`src/rtl/sdram_client_responder_if.sv`:
```
// ============================================================================
// sdram_client_responder_if - client, arbitration and memory-port signals of
// the SDRAM client responder. Rev 1.0
// ============================================================================
`default_nettype none

interface sdram_client_responder_if #(
    parameter int ADDR_W = 22,
    parameter int DATA_W = 32
);
    // Client command side
    logic [1:0]        i_Command;
    logic [ADDR_W-1:0] i_Data_Address;
    logic [DATA_W-1:0] i_Data_Write;
    logic [DATA_W-1:0] o_Data_Read;
    logic              o_Data_Read_Valid;
    logic              o_Data_Write_Done;
    logic              o_SDRAM_Requested;
    logic              i_SDRAM_Yield;
    // Priority requester
    logic              i_Priority_Req;
    logic              o_Priority_Grant;
    // Single-word memory port
    logic              o_Mem_Req;
    logic              o_Mem_We;
    logic [ADDR_W-1:0] o_Mem_Addr;
    logic [DATA_W-1:0] o_Mem_Wdata;
    logic              i_Mem_Ack;
    logic [DATA_W-1:0] i_Mem_Rdata;
    logic              o_Timeout;

    modport slave (
        input  i_Command, i_Data_Address, i_Data_Write, i_SDRAM_Yield,
               i_Priority_Req, i_Mem_Ack, i_Mem_Rdata,
        output o_Data_Read, o_Data_Read_Valid, o_Data_Write_Done,
               o_SDRAM_Requested, o_Priority_Grant, o_Mem_Req, o_Mem_We,
               o_Mem_Addr, o_Mem_Wdata, o_Timeout
    );

    modport master (
        output i_Command, i_Data_Address, i_Data_Write, i_SDRAM_Yield,
               i_Priority_Req, i_Mem_Ack, i_Mem_Rdata,
        input  o_Data_Read, o_Data_Read_Valid, o_Data_Write_Done,
               o_SDRAM_Requested, o_Priority_Grant, o_Mem_Req, o_Mem_We,
               o_Mem_Addr, o_Mem_Wdata, o_Timeout
    );
endinterface

`default_nettype wire

```
`src/rtl/sdram_client_responder.sv`:
```
// ============================================================================
// sdram_client_responder - serves one client word by word over a single-word
// memory port, arbitrated against a priority requester via request/yield.
// Optional memory-ack watchdog: define RESP_TIMEOUT_EN.  Rev 1.0
// ============================================================================
`default_nettype none

module sdram_client_responder #(
    parameter int ADDR_W         = 22,
    parameter int DATA_W         = 32,
    parameter int TIMEOUT_CYCLES = 64
) (
    input  wire logic               i_Clk,
    input  wire logic               i_Rst_n,
    sdram_client_responder_if.slave bus
);

    localparam logic [1:0] c_CMD_READ  = 2'b01;
    localparam logic [1:0] c_CMD_WRITE = 2'b10;

    typedef enum logic [2:0] {
        S_IDLE     = 3'd0,
        S_MEM_WAIT = 3'd1,
        S_COMPLETE = 3'd2,
        S_GAP      = 3'd3,
        S_GRANTED  = 3'd4
    } state_t;

    state_t            state_q,     state_d;
    logic              mem_req_q,   mem_req_d;
    logic              mem_we_q,    mem_we_d;
    logic [ADDR_W-1:0] mem_addr_q,  mem_addr_d;
    logic [DATA_W-1:0] mem_wdata_q, mem_wdata_d;
    logic [DATA_W-1:0] rd_data_q,   rd_data_d;
    logic              rd_valid_q,  rd_valid_d;
    logic              wr_done_q,   wr_done_d;
    logic              requested_q, requested_d;
    logic              grant_q,     grant_d;

`ifdef RESP_TIMEOUT_EN
    localparam int c_TMO_W = $clog2(TIMEOUT_CYCLES + 1);
    logic [c_TMO_W-1:0] tmo_cnt_q, tmo_cnt_d;
    logic               timeout_q, timeout_d;
`endif

    always_ff @(posedge i_Clk or negedge i_Rst_n) begin
        if (!i_Rst_n) begin
            state_q     <= S_IDLE;
            mem_req_q   <= 1'b0;
            mem_we_q    <= 1'b0;
            mem_addr_q  <= '0;
            mem_wdata_q <= '0;
            rd_data_q   <= '0;
            rd_valid_q  <= 1'b0;
            wr_done_q   <= 1'b0;
            requested_q <= 1'b0;
            grant_q     <= 1'b0;
`ifdef RESP_TIMEOUT_EN
            tmo_cnt_q   <= '0;
            timeout_q   <= 1'b0;
`endif
        end else begin
            state_q     <= state_d;
            mem_req_q   <= mem_req_d;
            mem_we_q    <= mem_we_d;
            mem_addr_q  <= mem_addr_d;
            mem_wdata_q <= mem_wdata_d;
            rd_data_q   <= rd_data_d;
            rd_valid_q  <= rd_valid_d;
            wr_done_q   <= wr_done_d;
            requested_q <= requested_d;
            grant_q     <= grant_d;
`ifdef RESP_TIMEOUT_EN
            tmo_cnt_q   <= tmo_cnt_d;
            timeout_q   <= timeout_d;
`endif
        end
    end

    always_comb begin
        state_d     = state_q;
        mem_req_d   = mem_req_q;
        mem_we_d    = mem_we_q;
        mem_addr_d  = mem_addr_q;
        mem_wdata_d = mem_wdata_q;
        rd_data_d   = rd_data_q;
        rd_valid_d  = 1'b0;
        wr_done_d   = 1'b0;
        requested_d = bus.i_Priority_Req;
        grant_d     = grant_q;
`ifdef RESP_TIMEOUT_EN
        tmo_cnt_d   = '0;
        timeout_d   = timeout_q;
`endif

        case (state_q)
            S_IDLE: begin
                // Yield wins over a pending client command.
                if (bus.i_Priority_Req && bus.i_SDRAM_Yield) begin
                    grant_d = 1'b1;
                    state_d = S_GRANTED;
                end else if (bus.i_Command == c_CMD_READ || bus.i_Command == c_CMD_WRITE) begin
                    mem_addr_d  = bus.i_Data_Address;
                    mem_wdata_d = bus.i_Data_Write;
                    mem_we_d    = (bus.i_Command == c_CMD_WRITE);
                    mem_req_d   = 1'b1;
                    state_d     = S_MEM_WAIT;
                end
            end

            S_MEM_WAIT: begin
                if (bus.i_Mem_Ack) begin
                    mem_req_d = 1'b0;
                    if (!mem_we_q) begin
                        rd_data_d = bus.i_Mem_Rdata;
                    end
                    state_d = S_COMPLETE;
                end
`ifdef RESP_TIMEOUT_EN
                else if (tmo_cnt_q == c_TMO_W'(TIMEOUT_CYCLES - 1)) begin
                    // Give up on the memory but still close the client handshake.
                    mem_req_d = 1'b0;
                    timeout_d = 1'b1;
                    if (!mem_we_q) begin
                        rd_data_d = DATA_W'(32'hDEADBEEF);
                    end
                    state_d = S_COMPLETE;
                end else begin
                    tmo_cnt_d = tmo_cnt_q + c_TMO_W'(1);
                end
`endif
            end

            S_COMPLETE: begin
                rd_valid_d = !mem_we_q;
                wr_done_d  = mem_we_q;
                state_d    = S_GAP;
            end

            S_GAP: begin
                state_d = S_IDLE;
            end

            S_GRANTED: begin
                if (!bus.i_Priority_Req) begin
                    grant_d = 1'b0;
                    state_d = S_IDLE;
                end
            end

            default: begin
                mem_req_d = 1'b0;
                grant_d   = 1'b0;
                state_d   = S_IDLE;
            end
        endcase
    end

    assign bus.o_Data_Read       = rd_data_q;
    assign bus.o_Data_Read_Valid = rd_valid_q;
    assign bus.o_Data_Write_Done = wr_done_q;
    assign bus.o_SDRAM_Requested = requested_q;
    assign bus.o_Priority_Grant  = grant_q;
    assign bus.o_Mem_Req         = mem_req_q;
    assign bus.o_Mem_We          = mem_we_q;
    assign bus.o_Mem_Addr        = mem_addr_q;
    assign bus.o_Mem_Wdata       = mem_wdata_q;

`ifdef RESP_TIMEOUT_EN
    assign bus.o_Timeout = timeout_q;
`else
    // Without the watchdog the limit has no effect; the flag is a constant tie-off.
    if (TIMEOUT_CYCLES > 0) begin : g_no_watchdog
        assign bus.o_Timeout = 1'b0;
    end else begin : g_no_watchdog_zero_limit
        assign bus.o_Timeout = 1'b0;
    end
`endif

endmodule

`default_nettype wire

```
`src/flat_wrapper.sv`:
```
// flat-port wrapper written by rule: the top's interface ports become plain ports
module sdram_client_responder_flat 
#(
    parameter int ADDR_W         = 22,
    parameter int DATA_W         = 32,
    parameter int TIMEOUT_CYCLES = 64
)
  (i_Clk, i_Rst_n, bus_i_Command, bus_i_Data_Address, bus_i_Data_Write, bus_i_SDRAM_Yield, bus_i_Priority_Req, bus_i_Mem_Ack, bus_i_Mem_Rdata, bus_o_Data_Read, bus_o_Data_Read_Valid, bus_o_Data_Write_Done, bus_o_SDRAM_Requested, bus_o_Priority_Grant, bus_o_Mem_Req, bus_o_Mem_We, bus_o_Mem_Addr, bus_o_Mem_Wdata, bus_o_Timeout);
  sdram_client_responder_if #(.ADDR_W(ADDR_W), .DATA_W(DATA_W)) bus_i ();
  input  wire logic i_Clk;
  input  wire logic i_Rst_n;
  input wire logic [$bits(bus_i.i_Command)-1:0] bus_i_Command;
  input wire logic [$bits(bus_i.i_Data_Address)-1:0] bus_i_Data_Address;
  input wire logic [$bits(bus_i.i_Data_Write)-1:0] bus_i_Data_Write;
  input wire logic [$bits(bus_i.i_SDRAM_Yield)-1:0] bus_i_SDRAM_Yield;
  input wire logic [$bits(bus_i.i_Priority_Req)-1:0] bus_i_Priority_Req;
  input wire logic [$bits(bus_i.i_Mem_Ack)-1:0] bus_i_Mem_Ack;
  input wire logic [$bits(bus_i.i_Mem_Rdata)-1:0] bus_i_Mem_Rdata;
  output wire logic [$bits(bus_i.o_Data_Read)-1:0] bus_o_Data_Read;
  output wire logic [$bits(bus_i.o_Data_Read_Valid)-1:0] bus_o_Data_Read_Valid;
  output wire logic [$bits(bus_i.o_Data_Write_Done)-1:0] bus_o_Data_Write_Done;
  output wire logic [$bits(bus_i.o_SDRAM_Requested)-1:0] bus_o_SDRAM_Requested;
  output wire logic [$bits(bus_i.o_Priority_Grant)-1:0] bus_o_Priority_Grant;
  output wire logic [$bits(bus_i.o_Mem_Req)-1:0] bus_o_Mem_Req;
  output wire logic [$bits(bus_i.o_Mem_We)-1:0] bus_o_Mem_We;
  output wire logic [$bits(bus_i.o_Mem_Addr)-1:0] bus_o_Mem_Addr;
  output wire logic [$bits(bus_i.o_Mem_Wdata)-1:0] bus_o_Mem_Wdata;
  output wire logic [$bits(bus_i.o_Timeout)-1:0] bus_o_Timeout;
  assign bus_i.i_Command = bus_i_Command;
  assign bus_i.i_Data_Address = bus_i_Data_Address;
  assign bus_i.i_Data_Write = bus_i_Data_Write;
  assign bus_i.i_SDRAM_Yield = bus_i_SDRAM_Yield;
  assign bus_i.i_Priority_Req = bus_i_Priority_Req;
  assign bus_i.i_Mem_Ack = bus_i_Mem_Ack;
  assign bus_i.i_Mem_Rdata = bus_i_Mem_Rdata;
  assign bus_o_Data_Read = bus_i.o_Data_Read;
  assign bus_o_Data_Read_Valid = bus_i.o_Data_Read_Valid;
  assign bus_o_Data_Write_Done = bus_i.o_Data_Write_Done;
  assign bus_o_SDRAM_Requested = bus_i.o_SDRAM_Requested;
  assign bus_o_Priority_Grant = bus_i.o_Priority_Grant;
  assign bus_o_Mem_Req = bus_i.o_Mem_Req;
  assign bus_o_Mem_We = bus_i.o_Mem_We;
  assign bus_o_Mem_Addr = bus_i.o_Mem_Addr;
  assign bus_o_Mem_Wdata = bus_i.o_Mem_Wdata;
  assign bus_o_Timeout = bus_i.o_Timeout;
  sdram_client_responder #(.ADDR_W(ADDR_W), .DATA_W(DATA_W), .TIMEOUT_CYCLES(TIMEOUT_CYCLES)) u_core (.i_Clk(i_Clk), .i_Rst_n(i_Rst_n), .bus(bus_i));
endmodule
```
`config.mk`:
```
export PLATFORM = sky130hd
export DESIGN_NAME = sdram_client_responder_flat
export DESIGN_NICKNAME = d
export VERILOG_FILES = /design/src/rtl/sdram_client_responder_if.sv /design/src/rtl/sdram_client_responder.sv /design/src/flat_wrapper.sv
export SDC_FILE = /design/constraint.sdc
export NUM_CORES = 1
export LEC_CHECK = 0
export ABC_AREA = 0
export BUFFER_PORTS_ARGS = -buffer_cell sky130_fd_sc_hd__buf_4
export CORE_AREA = 8 8 134 111
export DETAILED_ROUTE_END_ITERATION = 6
export DIE_AREA = 0 0 142 119
export GPL_TIMING_DRIVEN = 0
export PLACE_DENSITY = 0.58
export SKIP_CTS_REPAIR_TIMING = 1
export SLEW_MARGIN = 25
export SYNTH_ARGS = -nofsm -noshare
export SYNTH_HDL_FRONTEND = slang
export SYNTH_SLANG_ARGS = --single-unit
```
`constraint.sdc`:
```
create_clock -name i_Clk -period 1.73 [get_ports i_Clk]
set_clock_uncertainty 0.15 [all_clocks]
set_input_delay 0.173 -clock i_Clk [delete_from_list [all_inputs] [get_ports i_Clk]]
set_output_delay 0.173 -clock i_Clk [all_outputs]
set_load 0.03 [all_outputs]
```
==> run_results.csv <==
group,metric,value,unit
status,status,"finished with violations",
status,violations,"setup timing",
setup_path,r2r-end,"u_core.bus.o_Data_Read[27]",
timing,layout_min_cycle_time,1800,ps
pwr,pwr-share-clk,17.4,%
pwr,combPwrFrac,51.8,%
logic_synthesis,seq_area_frac_synth,63.6,%
clocking,path_clk_slew,60,ps
floorplan,die_height,119,um
floorplan,start_util,29.6,%
drt,drt_iter0_drc,88,
global_routing,grtUsageTotal,11.3,%
pwr,p_leak,3.25,nW
drt,antenna_left,0,
setup_path,worst-r2r-setup-slack,-70,ps
clocking,cts_tree,"yes",
layout,seqCellArea,0.00238,mm2
setup_path,crit_end,"u_core.bus.o_Data_Read[27]",
layout,final_core_util,52.8,%
pwr,switching_share,39.0,%
floorplan,dieWidth,142,um
setup_path,critPathCaptureType,"register",
layout,syn_to_final_growth,78.4,%
logic_synthesis,ys_ff_latch,95,
drt,vias,2884,
pwr,p_int,0.00784,W
drt,vias_per_cell,4.15,
timing,tightest_slew,856,ps
floorplan,core,0.0126,mm2
drt,drc,0,
setup_path,arrival,1860,ps
layout,multi_input_area,0.00125,mm2
clocking,clock_latency,330,ps
placement,routabilityCongestion,0.725,
layout,drive_above_1_share,59.0,%
global_routing,grt_max_degree,96,
clocking,cts_sinks,95,
pwr,ir_worst_vdd,875,uV
logic_synthesis,avgSynthCellArea,16.9,um2
layout,layout.cells.non_filler,695,
global_routing,grt.overflow.total,0,
setup_path,critPathMaxFanout,10,
timing,maxSlewViolCount,0,
setup_path,reg2reg_depth,5,
timing,setup_ws,-67.2,ps
setup_path,worstReg2RegStart,"u_core.state_q[1]",
job,max_cap_viol_count,0,
drt,wl_per_cell,16.0,um
global_routing,grt_antenna_before_repair,0,
drt,drt_wl_total,11100,um
timing,fin_hold_ws,4.14,ps
placement,port-buffer-count,184,
logic_synthesis,syn_nets,315,
layout,final_nets,609,
setup_path,setup.worst_path.start_class,"register",
logic_synthesis,syn_inst,221,
floorplan,fp.dieArea,0.0169,mm2
clocking,h-tree-depth,3,
clocking,clockRootBuffer,"clkbuf_16",
global_routing,grt_pass1_wl,15200,um
setup_path,cp.required,1800,ps
pwr,powerDensity,1930,mW/mm2
timing,rsz0062_at_grt,"true",
pwr,pwr-share-seq,30.8,%
worst_hold_path,min_path_type,"in -> reg",
logic_synthesis,syn_area,0.00374,mm2
timing,setup_viol_count_final,32,
timing,slew_headroom,43.0,%
placement,dp_hpwl,7300,um
setup_path,crit_start,"u_core.state_q[1]",
pwr,p_sw,0.00501,W
logic_synthesis,yosysUniqueCellTypes,24,
logic_synthesis,ys_warn_count,0,
layout,fill_cells,1057,
timing,final_hold_viol_count,0,
placement,dp.cells,580,
layout,antennaDiodeCount,0,
clocking,cts_buffer_depth,2,
timing,finalCritPeriodShare,104,%
clocking,numCtsBuffers,9,
drt,dr.pass1.iters,4,
floorplan,ioPinCount,186,
global_routing,grt_pass1_vias,2801,
floorplan,fp-row-count,37,
setup_path,critPathKind,"reg -> reg",
timing,fmax,556,MHz
==> power groups by stage <==
| stage | clock (W) | sequential [W] | combinational (W) |
|---|---|---|---|
| after floorplan | 0 | 0.00607 | 0.00184 |
| after global placement | 0 | 0.00391 | 0.00636 |
| after detailed placement | 0 | 0.00396 | 0.00641 |
| after CTS | 0.00232 | 0.00395 | 0.00642 |
| after global routing | 0.00240 | 0.00410 | 0.00699 |
| final | 0.00223 | 0.00396 | 0.00665 |
==> layer usage <==
metal / global-route usage, % / share of wire [%] / up-vias
met4: 4.02 / 1.1 / 0
met3: 5.75 / 7.7 / 9
li1: - / - / 1355
met1: 13.1 / 41 / 1411
met5: 0 / 0 / -
met2: 17.6 / 50 / 109
==> registers in the layout, indices dropped and copies added, names as in the netlist <==
name	flops
u_core.bus.o_Data_Read	32
u_core.bus.o_Mem_Wdata	32
u_core.bus.o_Mem_Addr	22
u_core.state_q	3
u_core.bus.o_Data_Read_Valid	1
u_core.bus.o_Data_Write_Done	1
u_core.bus.o_Mem_Req	1
u_core.bus.o_Mem_We	1
u_core.bus.o_Priority_Grant	1
u_core.bus.o_SDRAM_Requested	1
==> area by class of cell <==
cell class | instances | share of cell area, %
flip-flops and latches | 95 | 35.6
repair buffers | 282 | 35.2
multi-input cells | 113 | 18.8
clock buffers | 11 | 3.49
well taps | 175 | 3.28
plain buffers | 11 | 1.86
clock inverters | 5 | 1.59
inverters | 3 | 0.169
==> worst max-delay path: stages, from the launching register on <==
cell,delay (ps)
dfrtp_1,420
nand3b_1,190
or3_1,330
buf_6,150
buf_12,150
mux2_4,300
==> cells in the mapped netlist (all sizes together) <==
| library cell | instances | area, um2 |
|---|---|---|
| dfrtp | 95 | 2380 |
| nand2 | 4 | 17.5 |
| mux2 | 87 | 1090 |
| nor2b | 1 | 6.26 |
| a311oi | 1 | 8.76 |
| or3 | 2 | 13.8 |
| buf | 11 | 109 |
| o21ai | 3 | 15.0 |
| nor3b | 1 | 7.51 |
| a21oi | 4 | 20.0 |
| o2bb2ai | 1 | 8.76 |
| ha | 1 | 12.5 |
| nand3b | 1 | 7.51 |
| a211oi | 1 | 12.5 |
| conb | 1 | 3.75 |
| nor3 | 1 | 5.00 |
| inv | 3 | 11.3 |
| nor2 | 3 | 11.3 |
==> placed cells by master (no fill, tap or decap), types with 2 or more instances in the layout <==
master	synthesis	layout
buf_6	1	2
buf_4	1	198
o21ai_0	3	3
dlygate4sd3_1	0	90
clkbuf_1	0	2
nand2_1	3	4
buf_12	3	3
nor2_1	3	3
dfrtp_1	95	95
inv_1	3	3
bufinv_16	0	3
mux2_4	30	30
clkbuf_16	0	9
a21oi_1	4	4
mux2_2	57	57
==> kinds of logic after synthesis <==
family	share of synthesized area (%)
compound gates	1.74
fa+ha+maj	0.335
buf+inv	3.21
flops	63.6
mux	29.2
other cells	0.100
simple gates	1.84
==> through the flow <==
step	TNS [ps]	power, W	instance area (um2)	setup slack (ps)
floorplan	0	0.00791	3740	0.430
global placement	-6160	0.0103	5340	-102
detailed placement	-6900	0.0104	5340	-130
global route	-7080	0.0135	6670	-111
finish	-1680	0.0128	6670	-67.2
CTS	-4400	0.0127	5680	-72.7
==> worst min path at each step <==
stage	start	end	cells after the start
finish	bus_i_Priority_Req	u_core.state_q[2]	3
global route	bus_i_Priority_Req	u_core.state_q[2]	3
CTS	i_Rst_n	u_core.bus.o_Mem_Wdata[25]	1
detailed placement	bus_i_Priority_Req	u_core.bus.o_SDRAM_Requested	1
global placement	bus_i_Priority_Req	u_core.bus.o_SDRAM_Requested	1
floorplan	i_Rst_n	u_core.bus.o_Data_Read[0]	0
Note: power is estimated with default switching activity, not from simulation.
